File: config.mk
export PLATFORM = sky130hd
export DESIGN_NAME = uart_transmitter
export DESIGN_NICKNAME = d
export VERILOG_FILES = /design/src/rtl/uart_transmitter_pkg.sv /design/src/rtl/uart_transmitter_sync_fifo.sv /design/src/rtl/uart_transmitter.sv
export SDC_FILE = /design/constraint.sdc
export NUM_CORES = 1
export LEC_CHECK = 0
export CORE_MARGIN = 5
export CORE_UTILIZATION = 25
export DETAILED_ROUTE_END_ITERATION = 12
export GPL_TIMING_DRIVEN = 0
export SLEW_MARGIN = 20
export SYNTH_ARGS = -nofsm -noshare
export SYNTH_HDL_FRONTEND = slang
export SYNTH_SLANG_ARGS = --single-unit
File: constraint.sdc
create_clock -name clk -period 2.7 [get_ports clk]
set_input_delay 0.27 -clock clk [delete_from_list [all_inputs] [get_ports clk]]
set_output_delay 0.27 -clock clk [all_outputs]
set_load 0.05 [all_outputs]
File: src/rtl/uart_transmitter_pkg.sv
// Shared definitions for the UART transmit path: frame states, data width,
// and the bit-period computation.
package uart_transmitter_pkg;

    localparam int unsigned UART_DATA_BITS = 8;

    typedef enum logic [1:0] {
        IDLE  = 2'd0,
        START = 2'd1,
        DATA  = 2'd2,
        STOP  = 2'd3
    } tx_state_t;

    // Clock cycles per line bit (integer division, truncating).
    function automatic int unsigned symbol_edge_time(input int unsigned clock_freq,
                                                     input int unsigned baud_rate);
        return clock_freq / baud_rate;
    endfunction

endpackage

File: src/rtl/uart_transmitter_sync_fifo.sv
// Synchronous first-word-fall-through FIFO with registered full/empty flags.
module sync_fifo #(
    parameter int unsigned WIDTH = 8,
    parameter int unsigned DEPTH = 4
) (
    input  logic             clk,
    input  logic             reset,
    input  logic             wr_en,
    input  logic [WIDTH-1:0] din,
    output logic             full,
    input  logic             rd_en,
    output logic [WIDTH-1:0] dout,
    output logic             empty
);

    localparam int unsigned AW = (DEPTH > 1) ? $clog2(DEPTH) : 1;
    localparam logic [AW:0] FULL_COUNT = (AW + 1)'(DEPTH);

    logic [WIDTH-1:0] r_mem [DEPTH];
    logic [AW-1:0]    r_wr_ptr;
    logic [AW-1:0]    r_rd_ptr;
    logic [AW:0]      r_count;
    logic             r_full;
    logic             r_empty;

    logic             w_push;
    logic             w_pop;
    logic [AW:0]      w_count_next;

    assign w_push = wr_en && !r_full;
    assign w_pop  = rd_en && !r_empty;

    // Occupancy after this cycle's push/pop; simultaneous push and pop leave it unchanged.
    always_comb begin
        w_count_next = r_count;
        case ({w_push, w_pop})
            2'b10:   w_count_next = r_count + 1'b1;
            2'b01:   w_count_next = r_count - 1'b1;
            default: w_count_next = r_count;
        endcase
    end

    // Pointers, occupancy and flags; flags are derived from the next count so they are pure flops.
    always_ff @(posedge clk) begin
        if (reset) begin
            r_wr_ptr <= '0;
            r_rd_ptr <= '0;
            r_count  <= '0;
            r_full   <= 1'b0;
            r_empty  <= 1'b1;
        end else begin
            if (w_push) r_wr_ptr <= r_wr_ptr + 1'b1;
            if (w_pop)  r_rd_ptr <= r_rd_ptr + 1'b1;
            r_count <= w_count_next;
            r_full  <= (w_count_next == FULL_COUNT);
            r_empty <= (w_count_next == '0);
        end
    end

    // Storage write; contents need no reset because empty gates every read.
    always_ff @(posedge clk) begin
        if (w_push) r_mem[r_wr_ptr] <= din;
    end

    assign dout  = r_mem[r_rd_ptr];
    assign full  = r_full;
    assign empty = r_empty;

endmodule

File: src/rtl/uart_transmitter.sv
// UART transmitter: 8N1, LSB first, fed from a ready/valid port through a
// small FIFO. Back-to-back frames carry no idle bit between them.
module uart_transmitter
    import uart_transmitter_pkg::*;
#(
    parameter int unsigned CLOCK_FREQ = 125_000_000,
    parameter int unsigned BAUD_RATE  = 115_200,
    parameter int unsigned FIFO_DEPTH = 4
) (
    input  logic       clk,
    input  logic       reset,
    input  logic [7:0] data_in,
    input  logic       data_in_valid,
    output logic       data_in_ready,
    output logic       serial_out,
    output logic       busy
);

    localparam int unsigned SYMBOL_EDGE_TIME = symbol_edge_time(CLOCK_FREQ, BAUD_RATE);
    localparam int unsigned BAUD_W    = (SYMBOL_EDGE_TIME > 1) ? $clog2(SYMBOL_EDGE_TIME) : 1;
    localparam logic [BAUD_W-1:0] BAUD_LAST = BAUD_W'(SYMBOL_EDGE_TIME - 1);
    localparam logic [2:0]        LAST_BIT  = 3'(UART_DATA_BITS - 1);

    tx_state_t                 r_state;
    tx_state_t                 w_state_next;
    logic [BAUD_W-1:0]         r_baud_cnt;
    logic [BAUD_W-1:0]         w_baud_cnt_next;
    logic [2:0]                r_bit_idx;
    logic [2:0]                w_bit_idx_next;
    logic [UART_DATA_BITS-1:0] r_shift;
    logic [UART_DATA_BITS-1:0] w_shift_next;
    logic                      r_serial;
    logic                      r_line_active;
    logic                      w_line;
    logic                      w_bit_end;

    logic                      w_fifo_full;
    logic                      w_fifo_empty;
    logic                      w_fifo_pop;
    logic [UART_DATA_BITS-1:0] w_fifo_dout;

    sync_fifo #(
        .WIDTH (UART_DATA_BITS),
        .DEPTH (FIFO_DEPTH)
    ) u_fifo (
        .clk   (clk),
        .reset (reset),
        .wr_en (data_in_valid),
        .din   (data_in),
        .full  (w_fifo_full),
        .rd_en (w_fifo_pop),
        .dout  (w_fifo_dout),
        .empty (w_fifo_empty)
    );

    assign w_bit_end = (r_baud_cnt == BAUD_LAST);

    // Next-state, bit timing, shift and FIFO pop; w_line is the level for the current state.
    always_comb begin
        w_state_next    = r_state;
        w_baud_cnt_next = r_baud_cnt;
        w_bit_idx_next  = r_bit_idx;
        w_shift_next    = r_shift;
        w_fifo_pop      = 1'b0;
        w_line          = 1'b1;

        if (r_state != IDLE) begin
            w_baud_cnt_next = w_bit_end ? '0 : r_baud_cnt + 1'b1;
        end

        case (r_state)
            IDLE: begin
                w_baud_cnt_next = '0;
                if (!w_fifo_empty) begin
                    w_fifo_pop   = 1'b1;
                    w_shift_next = w_fifo_dout;
                    w_state_next = START;
                end
            end
            START: begin
                w_line = 1'b0;
                if (w_bit_end) begin
                    w_bit_idx_next = '0;
                    w_state_next   = DATA;
                end
            end
            DATA: begin
                w_line = r_shift[0];
                if (w_bit_end) begin
                    w_shift_next   = {1'b0, r_shift[UART_DATA_BITS-1:1]};
                    w_bit_idx_next = r_bit_idx + 1'b1;
                    if (r_bit_idx == LAST_BIT) w_state_next = STOP;
                end
            end
            STOP: begin
                w_line = 1'b1;
                if (w_bit_end) begin
                    if (!w_fifo_empty) begin
                        w_fifo_pop   = 1'b1;
                        w_shift_next = w_fifo_dout;
                        w_state_next = START;
                    end else begin
                        w_state_next = IDLE;
                    end
                end
            end
            default: w_state_next = IDLE;
        endcase
    end

    // State, counters, shift register and the glitch-free line flop.
    always_ff @(posedge clk) begin
        if (reset) begin
            r_state       <= IDLE;
            r_baud_cnt    <= '0;
            r_bit_idx     <= '0;
            r_shift       <= '0;
            r_serial      <= 1'b1;
            r_line_active <= 1'b0;
        end else begin
            r_state       <= w_state_next;
            r_baud_cnt    <= w_baud_cnt_next;
            r_bit_idx     <= w_bit_idx_next;
            r_shift       <= w_shift_next;
            r_serial      <= w_line;
            r_line_active <= (r_state != IDLE);
        end
    end

    // The line flop lags the FSM by one cycle; r_line_active keeps busy high
    // until the final stop-bit cycle has actually left serial_out.
    assign busy          = (r_state != IDLE) || !w_fifo_empty || r_line_active;
    assign data_in_ready = !w_fifo_full;
    assign serial_out    = r_serial;

endmodule
# Word-level counts from Yosys, hierarchy flattened
# Memories as Yosys holds them, arrays and structs flattened. A register that Yosys moved wholly into a read port is not among the register bits.
# Index checks and enable logic that the tools add are counted.
word_totals:
  regBits: 35
  ram_bits: 32
  inputBits: 11
  output_inout_bits: 3
  wordCells: 70
  n_memories: 1
op_classes:
  addsub: 6
  eq_ne: 13
  mux: 24
  reduce_logical: 15
mem_list:
  columns: ["name", "depth", "word_bits", "rd", "rd_ports_with_merged_regs", "wr", "line", "rtl"]
  rows:
  - ["u_fifo.r_mem", 4, 8, 1, 1, 1, "uart_transmitter_sync_fifo.sv:19", "logic [WIDTH-1:0] r_mem [DEPTH];"]
op_table:
  columns: ["op", "count"]
  rows:
  - ["$mux W8", 3]
  - ["$pmux W8 S3", 1]
  - ["$mux W2", 7]
  - ["$pmux W3 S2", 2]
  - ["$add A11 B1 Y11 const B", 1]
  - ["$eq A11 B11 Y1 const B", 1]
  - ["$mux W11", 1]
  - ["$ne A2 B2 Y1 const B", 5]
  - ["$pmux W2 S4", 1]
  - ["$add A3 B1 Y3 const B", 2]
  - ["$eq A2 B2 Y1 const B", 3]
  - ["$eq A3 B3 Y1 const B", 2]
  - ["$mux W3", 2]
  - ["$reduce_and A3 Y1", 2]
  - ["$mux W1", 5]
  - ["$reduce_and A5 Y1", 1]
  - ["$add A2 B1 Y2 const B", 2]
  - ["$eq A2 B1 Y1 const B", 2]
  - ["$pmux W1 S2", 2]
  - ["$reduce_bool A2 Y1", 2]
  - ["$logic_not A3 Y1", 1]
  - ["$reduce_bool A3 Y1", 1]
  - ["$sub A3 B1 Y3 const B", 1]
  - ["$logic_and A1 B1 Y1", 2]
  - ["4 further kinds", 6]

# Logic depth before layout (Yosys ltp)
depth:
  ltp_word: 7
  mapped_depth: 12
  depth_no_buf: 12

# Modules after synthesis
# From an unflattened synthesis, not the netlist that was laid out.
unflattened:
  hier_cells: 246
  area_unflattened_um2: 3042.9
by_module_without_submodules:
  columns: ["module", "n_inst", "cells_per_inst", "area_per_inst_um2", "seq_area_each_um2"]
  rows:
  - ["sync_fifo", 1, 100, 1694.1, 1181.1]
  - ["uart_transmitter", 1, 146, 1348.8, 520.5]

# Least setup slack after synthesis
# OpenSTA, ideal clock, no wires.
synth_timing:
  path_kind: "reg-to-reg"
  from: "reg r_baud_cnt[6]"
  to: "reg u_fifo.r_full, in the netlist u_fifo.full"
  setup_ns: 0.065
  arrival_time_ns: 2.430
  required_ns: 2.635
  path_slack_ns: 0.204
  path_stages_with_launch: 11
  n_path_buf: 0
  period_less_slack_ns: 2.496
  cell_sequence: "dfxtp_1 > nor4b_4 > a41oi_4 > nor3_1 > ha_1 > inv_1 > fa_1 > xor2_1 > or3_1 > a21oi_1 > nor2b_1"
synth_via:
  elab_chain_len: 7
  word_cells_on_any_way: 8
  cone_classes: "eq/ne: 4; mux: 3; reduce/logical: 1"
synth_lines:
  columns: ["element", "line", "rtl"]
  rows:
  - ["start, declared", "uart_transmitter.sv:26", "logic [BAUD_W-1:0] r_baud_cnt;"]
  - ["start signal, assigned", "uart_transmitter.sv:122", "r_baud_cnt <= w_baud_cnt_next;"]
  - ["$eq A11 B11 Y1 *", "uart_transmitter.sv:56", "assign w_bit_end = (r_baud_cnt == BAUD_LAST);"]
  - ["$mux W1 *", "uart_transmitter.sv:97", "if (w_bit_end) begin"]
  - ["$pmux W1 S2 *", "uart_transmitter.sv:71", "case (r_state)"]
  - ["$logic_and A1 B1 Y1 *", "uart_transmitter_sync_fifo.sv:31", "assign w_pop = rd_en && !r_empty;"]
  - ["$eq A2 B1 Y1 / $eq A2 B2 Y1 (equally long branches)", "uart_transmitter_sync_fifo.sv:36", "case ({w_push, w_pop})"]
  - ["$pmux W3 S2 *", "uart_transmitter_sync_fifo.sv:36", null]
  - ["$eq A3 B3 Y1 *", "uart_transmitter_sync_fifo.sv:55", "r_full <= (w_count_next == FULL_COUNT);"]
  - ["end signal, assigned", "uart_transmitter_sync_fifo.sv:55", null]
  - ["end, declared", "uart_transmitter_sync_fifo.sv:23", "logic r_full;"]
# Mark *: on every way between the ends. The rest lies on a longest branch, timed or not.
# A chain may end at the register's enable or synchronous reset.

# Worst setup path in the final report
layout_timing:
  from: "reg r_baud_cnt[8]"
  to: "reg u_fifo.r_full, in the netlist u_fifo.full"
# Same word-level chain as after synthesis.

==> metrics.txt <==
outcome finished, final reports clean; Comb pwr share 0.337; mux contribution to synthesized area 0.08779; Max rail drop VDD 0.3608 mV; Routed WL 5.787 mm; sw power 0.001278 W; sequential-to-total area share from yosys stat 0.5553; P&R area growth vs syn 24.34%; Root Buffer clkbuf_16; Final Skew 5.789 ps; Final Cycle Share 0.9776; top_reg_cell synth dfxtp_1; CP startpoint r_baud_cnt[8]$_SDFFE_PP0P_; Tot Pwr 0.003885 W; worst hold stages 2; Internal 0.002606 W; average via count per standard cell 4.566; xor/xnor share of the synthesized area 0.03430; Tmin final 2639 ps; Starting Density 0.2551; syn nets 279; largest net degree at the start of global routing 15; worst r2r src r_baud_cnt[8]$_SDFFE_PP0P_; vias in the first global route 2037; design area 3810 sq um; met2 Track Usage GR 0.1390; combinational family with the most area after synthesis simple AND/OR/NAND/NOR gates; GP Congestion 0.7674; worst r2r dst u_fifo.full$_SDFF_PP0_; ratio of cells with drive above 1 in the final layout 0.2474; Final ANT Viol Nets 0; worst setup margin 60.54 ps; FF-to-FF setup slack 60 ps; power per cell area 1020 nW/um^2; endpoint of the worst hold path r_bit_idx[1]$_SDFFE_PP0P_; Remaining Overflow, GRT 0; GR Layer Usage met3 0.02432; max-cap violation count 0; TritonCTS clock tree built; Post-synth EDFFs 32; synthesized-area fraction occupied by adder cells 0.06778; worst-case reg-to-reg path depth 10; Static Leak 1.319 nW; Sink Count 69; post-DP HPWL 3.874 mm; Hold Path Class register to register; Syn Area/Cell 12.16 sq um; Placement Setup Slack -69.46 ps; fmax 0.3789 GHz; Cell Area, Placed 3378 sq um; via count 2000; Synth Area in Compound Gates 0.08657; PortBufs 13; Synth Warn # 0; CTS max path bufs 2; Mapped Area 3064 sq um; Die X 120.7 um; row cnt 40; area of the die 14570 sq um; Setup CP Type register to register; Worst-Margin Slew 697.9 ps; met1 Resource Use GR 0.09624; I/O Pins 14; Slew HR 0.5347; CTS hold repair buffers 0; hold_sp r_bit_idx[1]$_SDFFE_PP0P_; unrepaired setup endpoints after global routing yes; H-tree depth 3; clock share of power 0.306; ant diodes 0; total track usage 0.08441; clock-pin slew on the worst setup and hold paths 60 ps; Flop pwr share 0.357; sw frac 0.3290; # DRC 0; initial antenna violation count 0; simple-gate portion of the synthesized area 0.1384; gr busiest metal met2; Gate Count Post-Synth 252; first-pass GRT wire length 9.563 mm; final hold vios 0; Die H 120.7 um; Final Setup Violations 0; nets 313; Num CTS Buffers 9; Slew Limit Fails 0; FFs w/ async S/R, synth 0; Critical Path AT 2910 ps; count of state elements after synthesis 69; core footprint 12010 sq um; drt pass-1 iters 4; CP Max Fanout 3; wire per inst 13.21 um; Worst setup EP type register; fillcell total 1236; CP required 2970 ps; clock latency on the worst-skew pair 330 ps; Starting DRT DRC Count 98; Synth cell types 47; crit start category register
-- per-stage QoR --
step	utilization	setup TNS (ps)	instances	hold slack, ps
6_report	0.3172	0	438	480.0
5_1_grt	0.3172	-116.1	438	495.0
4_1_cts	0.3077	0	428	476.6
3_5_place_dp	0.2813	-93.77	412	467.3
3_3_place_gp	0.2813	-28.17	412	462.8
2_1_floorplan	-	0	252	355.6
-- sequential cells by signal, summed over array words and instances (netlist names), named ones only --
register	count
r_baud_cnt	11
r_bit_idx	3
r_line_active	1
r_shift	8
r_state	2
serial_out	1
u_fifo.empty	1
u_fifo.full	1
u_fifo.r_count	3
u_fifo.r_mem	32
u_fifo.r_rd_ptr	2
u_fifo.r_wr_ptr	2
-- worst max path at each step --
stage / to / depth (start not counted)
after CTS: u_fifo.full$_SDFF_PP0_ / 11
after global placement: u_fifo.full$_SDFF_PP0_ / 11
after floorplan: u_fifo.full$_SDFF_PP0_ / 10
after global routing: u_fifo.full$_SDFF_PP0_ / 10
after detailed placement: u_fifo.full$_SDFF_PP0_ / 11
final: u_fifo.full$_SDFF_PP0_ / 10
-- power by group through the flow --
stage	Clock, W	Sequential [W]	Combinational, W
after global placement	0	0.00140	0.00117
after global routing	0.00127	0.00141	0.00145
after floorplan	0	0.00139	0.000905
final	0.00119	0.00139	0.00131
after CTS	0.00122	0.00139	0.00122
after detailed placement	0	0.00141	0.00119
-- area by class of cell --
cell class / count / area (sq um) / share of cell area
sequential: 69 / 1723 / 0.4522
multi-input combinational: 162 / 1301 / 0.3415
clock buffer: 9 / 225.2 / 0.05911
timing repair buffer: 23 / 205.2 / 0.05386
tap: 147 / 183.9 / 0.04828
clock inverter: 7 / 80.08 / 0.02102
inverter: 14 / 52.55 / 0.01379
buffer: 7 / 38.79 / 0.01018
-- timing repair --
action | in CTS | in global routing
gates resized for setup | 4 | 20
setup buffers | 0 | 10
pin swaps | 0 | 9
endpoints found under the setup margin | 2 | 2
-- logic make-up after synthesis --
group,count (synthesis)
and+or+nand+nor,78
xor gates and xnor gates,12
adders and majority gates,16
muxes,16
DFF,69
buffers and inverters,21
AOI/OAI and AO/OA,40
-- layout by cell type, fill, tap and decap left out, types with 8 or more instances in the layout --
| cell type | count |
|---|---|
| nand2_1 | 13 |
| clkdlybuf4s50_1 | 13 |
| mux4_2 | 8 |
| edfxtp_1 | 32 |
| buf_4 | 11 |
| nand3_1 | 11 |
| clkbuf_16 | 9 |
| o21ai_0 | 8 |
| nor2_1 | 21 |
| dfxtp_1 | 28 |
| a21oi_1 | 16 |
| xor2_1 | 8 |
| ha_1 | 12 |
| inv_1 | 11 |
-- cell usage after synthesis, types with 2 or more instances --
| cell type | count | area [sq um] |
|---|---|---|
| nand3_1 | 11 | 55.05 |
| o21ai_1 | 4 | 20.02 |
| nand2_1 | 13 | 48.80 |
| nor2_1 | 21 | 78.83 |
| or3_1 | 3 | 18.77 |
| mux2_2 | 7 | 78.83 |
| and2_1 | 4 | 25.02 |
| inv_1 | 13 | 48.80 |
| nand4_1 | 6 | 37.54 |
| clkbuf_1 | 4 | 15.01 |
| xor2_1 | 9 | 78.83 |
| a21oi_1 | 17 | 85.08 |
| o21ai_0 | 8 | 40.04 |
| xnor2_1 | 3 | 26.28 |
| o32ai_1 | 3 | 26.28 |
| edfxtp_1 | 32 | 960.9 |
| ha_1 | 15 | 187.7 |
| nor3_1 | 3 | 15.01 |
| mux4_2 | 8 | 180.2 |
| nor2b_1 | 4 | 25.02 |
| dfxtp_1 | 37 | 740.7 |
| or2_1 | 2 | 12.51 |
-- worst max-delay path: stages, from the launching register on --
cell and delay [ps]:
dfxtp_4 350, nor4b_4 360, a41oi_4 180, nor3_2 220, ha_2 230, inv_2 40
fa_2 350, xor2_2 150, or3_1 380, a21oi_2 160, nor2b_2 150
-- per-layer routing --
metal  part of all wire  up-vias
met5                  0        -
met4              0.020        0
met3              0.041       14
met2               0.50       40
met1               0.44      963
li1                   -      983
(Power assumes the default switching activity.)
==> edit 1 (same flow settings) <==
Change the parameter `BAUD_RATE` from 115_200 to 460_800.
--- a/src/rtl/uart_transmitter.sv
+++ b/src/rtl/uart_transmitter.sv
@@ -4,7 +4,7 @@
     import uart_transmitter_pkg::*;
 #(
     parameter int unsigned CLOCK_FREQ = 125_000_000,
-    parameter int unsigned BAUD_RATE  = 115_200,
+    parameter int unsigned BAUD_RATE  = 460_800,
     parameter int unsigned FIFO_DEPTH = 4
 ) (
     input  logic       clk,
Function: no difference found for any inputs over 10 cycles, from zero or initial values and one cycle with reset high; that may be too few to reach the edited logic, so the function may still have changed.
==> edit 1 against the unedited design <==
Wire length decreased by 14%; via count decreased by 12%; worst hold slack got worse by 0.051 ns; synthesized area decreased by 7.0%; die area decreased by 6.5%; clock power increased by 12%; clock skew decreased by 0.00089 ns; design area decreased by 6.5%; global-route usage decreased by 0.41 points; sequential cell count decreased by 2; total power decreased by 1.6%; worst setup slack improved by 0.12 ns; critical endpoint unchanged.
==> edit 1: results (changes against the unedited design) <==
synth_cell_types: 36  # was 47
yosysSeqAreaShare_pct: 58.3  # was 55.5%
clock_area_share_pct: 9.56  # was 8.01%
first_iter_violations: 43  # was 98
signal_buffers: 24  # was 30
route.met2.wl_um: 2390  # was 2910 um
post-place-ws_ns: -0.163  # was -0.0695 ns
grtUsageTotal_pct: 8.03  # was 8.44%
final-nonclk-buf-share_pct: 5.31  # was 6.40%
multi_input_area_mm2: 0.00115  # was 0.00130 mm^2
top_regs: "u_fifo.r_mem x32, r_baud_cnt x9, r_shift x8"  # was u_fifo.r_mem x32, r_baud_cnt x11, r_shift x8
fill_cells: 1111  # was 1236
grtUsageMet1_pct: 9.78  # was 9.62%
ys_top_cells_by_count: "dfxtp_1 (35), edfxtp_1 (32), nor2_1 (21), nand2_1 (19), ha_1 (15)"  # was dfxtp_1 (37), edfxtp_1 (32), nor2_1 (21), a21oi_1 (17), ha_1 (15)
multi_input_gates: 144  # was 162
synthTopCellsByArea: "edfxtp_1 (34%), dfxtp_1 (25%), ha_1 (6.6%)"  # was edfxtp_1 (31%), dfxtp_1 (24%), ha_1 (6.1%)
vias: 1758  # was 2000
grt_pass1_wl_um: 8330  # was 9560 um
synthesis.nets: 255  # was 279
dp.final_hpwl_um: 3330  # was 3870 um
p_leak_nw: 1.29  # was 1.32 nW
peakVddDrop_uv: 430  # was 361 uV
final_layout_size_suffix_gt1_share_pct: 16.5  # was 24.7%
final_nets: 283  # was 313
gr-usage-met3_pct: 2.49  # was 2.43%
regArea_mm2: 0.00166  # was 0.00172 mm^2
wl_per_cell_um: 12.4  # was 13.2 um
wl_met1_um: 2340  # was 2530 um
path_max_fanout: 4  # was 3
skew_ns: 0.00490  # was 0.00579 ns
status: "complete, no violations"  # unchanged
==> edit 1: path summary, 6_finish.rpt <==
kind,from,end,slack (ns),cells after the start
worst min register to register,r_baud_cnt[0],r_baud_cnt[0],0.43,1
worst max register to register,r_baud_cnt[0],u_fifo.full,0.18,11
worst min-delay path,r_baud_cnt[0],r_baud_cnt[0],0.43,1
worst max-delay path,r_baud_cnt[0],u_fifo.full,0.18,11
==> edit 1: cell families after synthesis <==
logic type / share of synthesized area [%]
adder cells (fa/ha/maj): 7.29
multiplexers: 10.3
AO/OA/AOI/OAI: 6.72
XOR/XNOR: 3.07
AND/OR/NAND/NOR: 12.0
flip-flops: 58.3
buffers and inverters: 2.33
==> edit 1: through the flow <==
stage                     instance area (um^2)  hold slack (ns)  utilization [%]  instances
after detailed placement                  3160            0.458             28.0        384
after global placement                    3160            0.443             28.0        384
after floorplan                           2850            0.348                -        228
after CTS                                 3520            0.472             31.2        400
final                                     3560            0.429             31.6        404
after global routing                      3560            0.441             31.6        404
==> edit 1: what timing repair did <==
item	4_1_cts	5_1_grt
pin swaps	0	3
hold buffers	0	0
endpoints found under the setup margin	3	3
resized for setup	3	5
setup buffers	0	4
==> edit 1: worst max-delay path, stage by stage, from the launching register on <==
cell	delay (ns)
dfxtp_2	0.35
inv_1	0.04
ha_1	0.18
and4bb_2	0.26
a31oi_4	0.25
nor3_2	0.07
ha_2	0.21
fa_2	0.33
xnor2_1	0.14
or3_1	0.32
a21oi_2	0.17
nor2b_1	0.14
==> edit 1: power breakdown <==
part | total [mW] | switching [mW] | internal [mW]
Clock | 1.33 | 0.429 | 0.899
Sequential | 1.37 | 0.109 | 1.26
Combinational | 1.13 | 0.616 | 0.510
==> edit 2 (config.mk and constraints unchanged) <==
Made on the original files. Reset style: asynchronous (`reset`), changed in 2 clocked blocks. Comments in the files are not updated.
--- a/src/rtl/uart_transmitter_sync_fifo.sv
+++ b/src/rtl/uart_transmitter_sync_fifo.sv
@@ -41,7 +41,7 @@
     end
 
     // Pointers, occupancy and flags; flags are derived from the next count so they are pure flops.
-    always_ff @(posedge clk) begin
+    always_ff @(posedge clk or posedge reset) begin
         if (reset) begin
             r_wr_ptr <= '0;
             r_rd_ptr <= '0;
--- a/src/rtl/uart_transmitter.sv
+++ b/src/rtl/uart_transmitter.sv
@@ -109,7 +109,7 @@
     end
 
     // State, counters, shift register and the glitch-free line flop.
-    always_ff @(posedge clk) begin
+    always_ff @(posedge clk or posedge reset) begin
         if (reset) begin
             r_state       <= IDLE;
             r_baud_cnt    <= '0;
Check against the original RTL: differs if reset is asserted again (counterexample within 4 cycles, from zero or initial values and one cycle with reset high); with reset held inactive, the same outputs for 10 cycles.
==> edit 2 against the unedited design <==
Synthesized area is 1.6% lower; design area shrank 3.1%; count of clock-buffer cells in the layout unchanged; sequential power is 8% higher; non-clock buffer count fell by 7; sequential cell count shrank 2; wire length down 15%; worst setup slack gained 0.098 ns; core utilization decreased by 0.71 points; total power up 3.1%; fmax increased by 3.9%; global-route usage shrank 0.76 points; clock skew barely moved; critical path type unchanged.
==> edit 2: results (changes against the unedited design) <==
status: "complete, no violations"  # unchanged
antenna_found_initial: 0  # unchanged
skew_ns: 0.00581  # was 0.00579 ns
synthTopCellsByArea: "edfxtp_1 (32%), dfrtp_1 (27%), ha_1 (6.2%)"  # was edfxtp_1 (31%), dfxtp_1 (24%), ha_1 (6.1%)
synthesis.nets: 242  # was 279
path_clk_slew_ns: 0.05
grtUsageTotal_pct: 7.68  # was 8.44%
port_buffers: 13  # unchanged
place_inst: 375  # was 412
final_layout_size_suffix_gt1_share_pct: 21.6  # was 24.7%
ys_top_cells_by_count: "dfrtp_1 (33), edfxtp_1 (32), inv_1 (18), nor2_1 (18), ha_1 (15)"  # was dfxtp_1 (37), edfxtp_1 (32), nor2_1 (21), a21oi_1 (17), ha_1 (15)
final_nets: 272  # was 313
synth_cell_types: 34  # was 47
drt_wl_total_um: 4930  # was 5790 um
avgSynthCellArea_um2: 14.0  # was 12.2 um^2
fin_cells: 397  # was 438
p_leak_nw: 1.50  # was 1.32 nW
path_delay_family: "adder cells"  # was simple AND/OR/NAND/NOR gates
yosysSeqAreaShare_pct: 61.0  # was 55.5%
grt_pass1_wl_um: 8670  # was 9560 um
post-place-ws_ns: -0.0920  # was -0.0695 ns
grt_pass1_vias: 1762  # was 2037
peakVddDrop_uv: 473  # was 361 uV
first_iter_violations: 92  # was 98
hold_class: "input pin to asynchronous set/reset pin"  # was flip-flop to flip-flop
critPathSlowestCell: "dfrtp_1"  # was or3_1
crit_arrival_ns: 2.80  # was 2.91 ns
gp_congestion: 0.747  # was 0.767
vias_per_cell: 4.19  # was 4.57
grt_max_degree: 36  # was 15
relSlewSlack_pct: 50.8  # was 53.5%
synthFlopType: "dfrtp_1"  # was dfxtp_1
dp.final_hpwl_um: 3300  # was 3870 um
synthArstFlopShare_pct: 52.2  # was 0%
-- edit 2: changes by cell type after synthesis, sizes merged, moves of 4 or more --
| cell | before | now |
|---|---|---|
| nand4 | 6 | 0 |
| inv | 14 | 19 |
| o21ai | 12 | 7 |
| dfrtp | 0 | 33 |
| xnor2 | 3 | 9 |
| mux2 | 7 | 12 |
| nand3 | 12 | 7 |
| dfxtp | 37 | 0 |
| mux2i | 1 | 5 |
| a21oi | 17 | 3 |
-- edit 2: repair_timing --
item	4_1_cts	5_1_grt
pin swaps	2	5
buffers inserted	4	2
endpoints found under the setup margin	3	2
hold buffers	0	0
resized for setup	4	2
-- edit 2: cell type report --
type / count / area, um^2
Fill cell: 1179 / 8220
Buffer: 4 / 30.0
Sequential cell: 67 / 1840
Timing Repair Buffer: 19 / 175
Tap cell: 147 / 184
Multi-Input combinational cell: 125 / 1100
Clock buffer: 9 / 225
Inverter: 19 / 71.3
Clock inverter: 7 / 68.8
-- edit 2: stage by stage --
stage | cell area [um^2] | hold slack (ns) | power, mW
3_3_place_gp | 3330 | 0.466 | 2.81
5_1_grt | 3690 | 0.474 | 4.28
4_1_cts | 3670 | 0.433 | 4.04
6_report | 3690 | 0.399 | 4.01
3_5_place_dp | 3330 | 0.462 | 2.84
2_1_floorplan | 3020 | 0.369 | 2.55
-- edit 2: cell families after synthesis --
logic type / synth area share [%]
DFF: 61.0
and+or+nand+nor: 8.80
muxes: 12.5
buffers and inverters: 3.36
adders and majority gates: 6.89
xor gates and xnor gates: 4.36
AOI/OAI and AO/OA: 3.11
-- edit 2: path summary, 6_finish.rpt --
check	slack, ns	endpoint	cells past startpoint	from
max	0.16	u_fifo.full	12	r_baud_cnt[1]
min	0.40	r_baud_cnt[6]	2	reset
max reg2reg	0.16	u_fifo.full	12	r_baud_cnt[1]
min reg2reg	0.48	u_fifo.r_count[2]	1	u_fifo.r_count[2]
max in group asynchronous	1.83	r_shift[1]	2	reset
min in group clk	0.48	u_fifo.r_count[2]	1	u_fifo.r_count[2]
-- edit 2: power by group --
part / leakage [nW] / internal, mW / switching, mW
sequential: 0.727 / 1.37 / 0.123
clock: 0.143 / 0.710 / 0.419
combinational: 0.629 / 0.683 / 0.695
-- edit 2: metal layers --
layer	wire [um]	track usage, %
met3	129	2.31
met1	2360	9.85
met2	2350	11.9
met4	83	3.65
met5	0	0
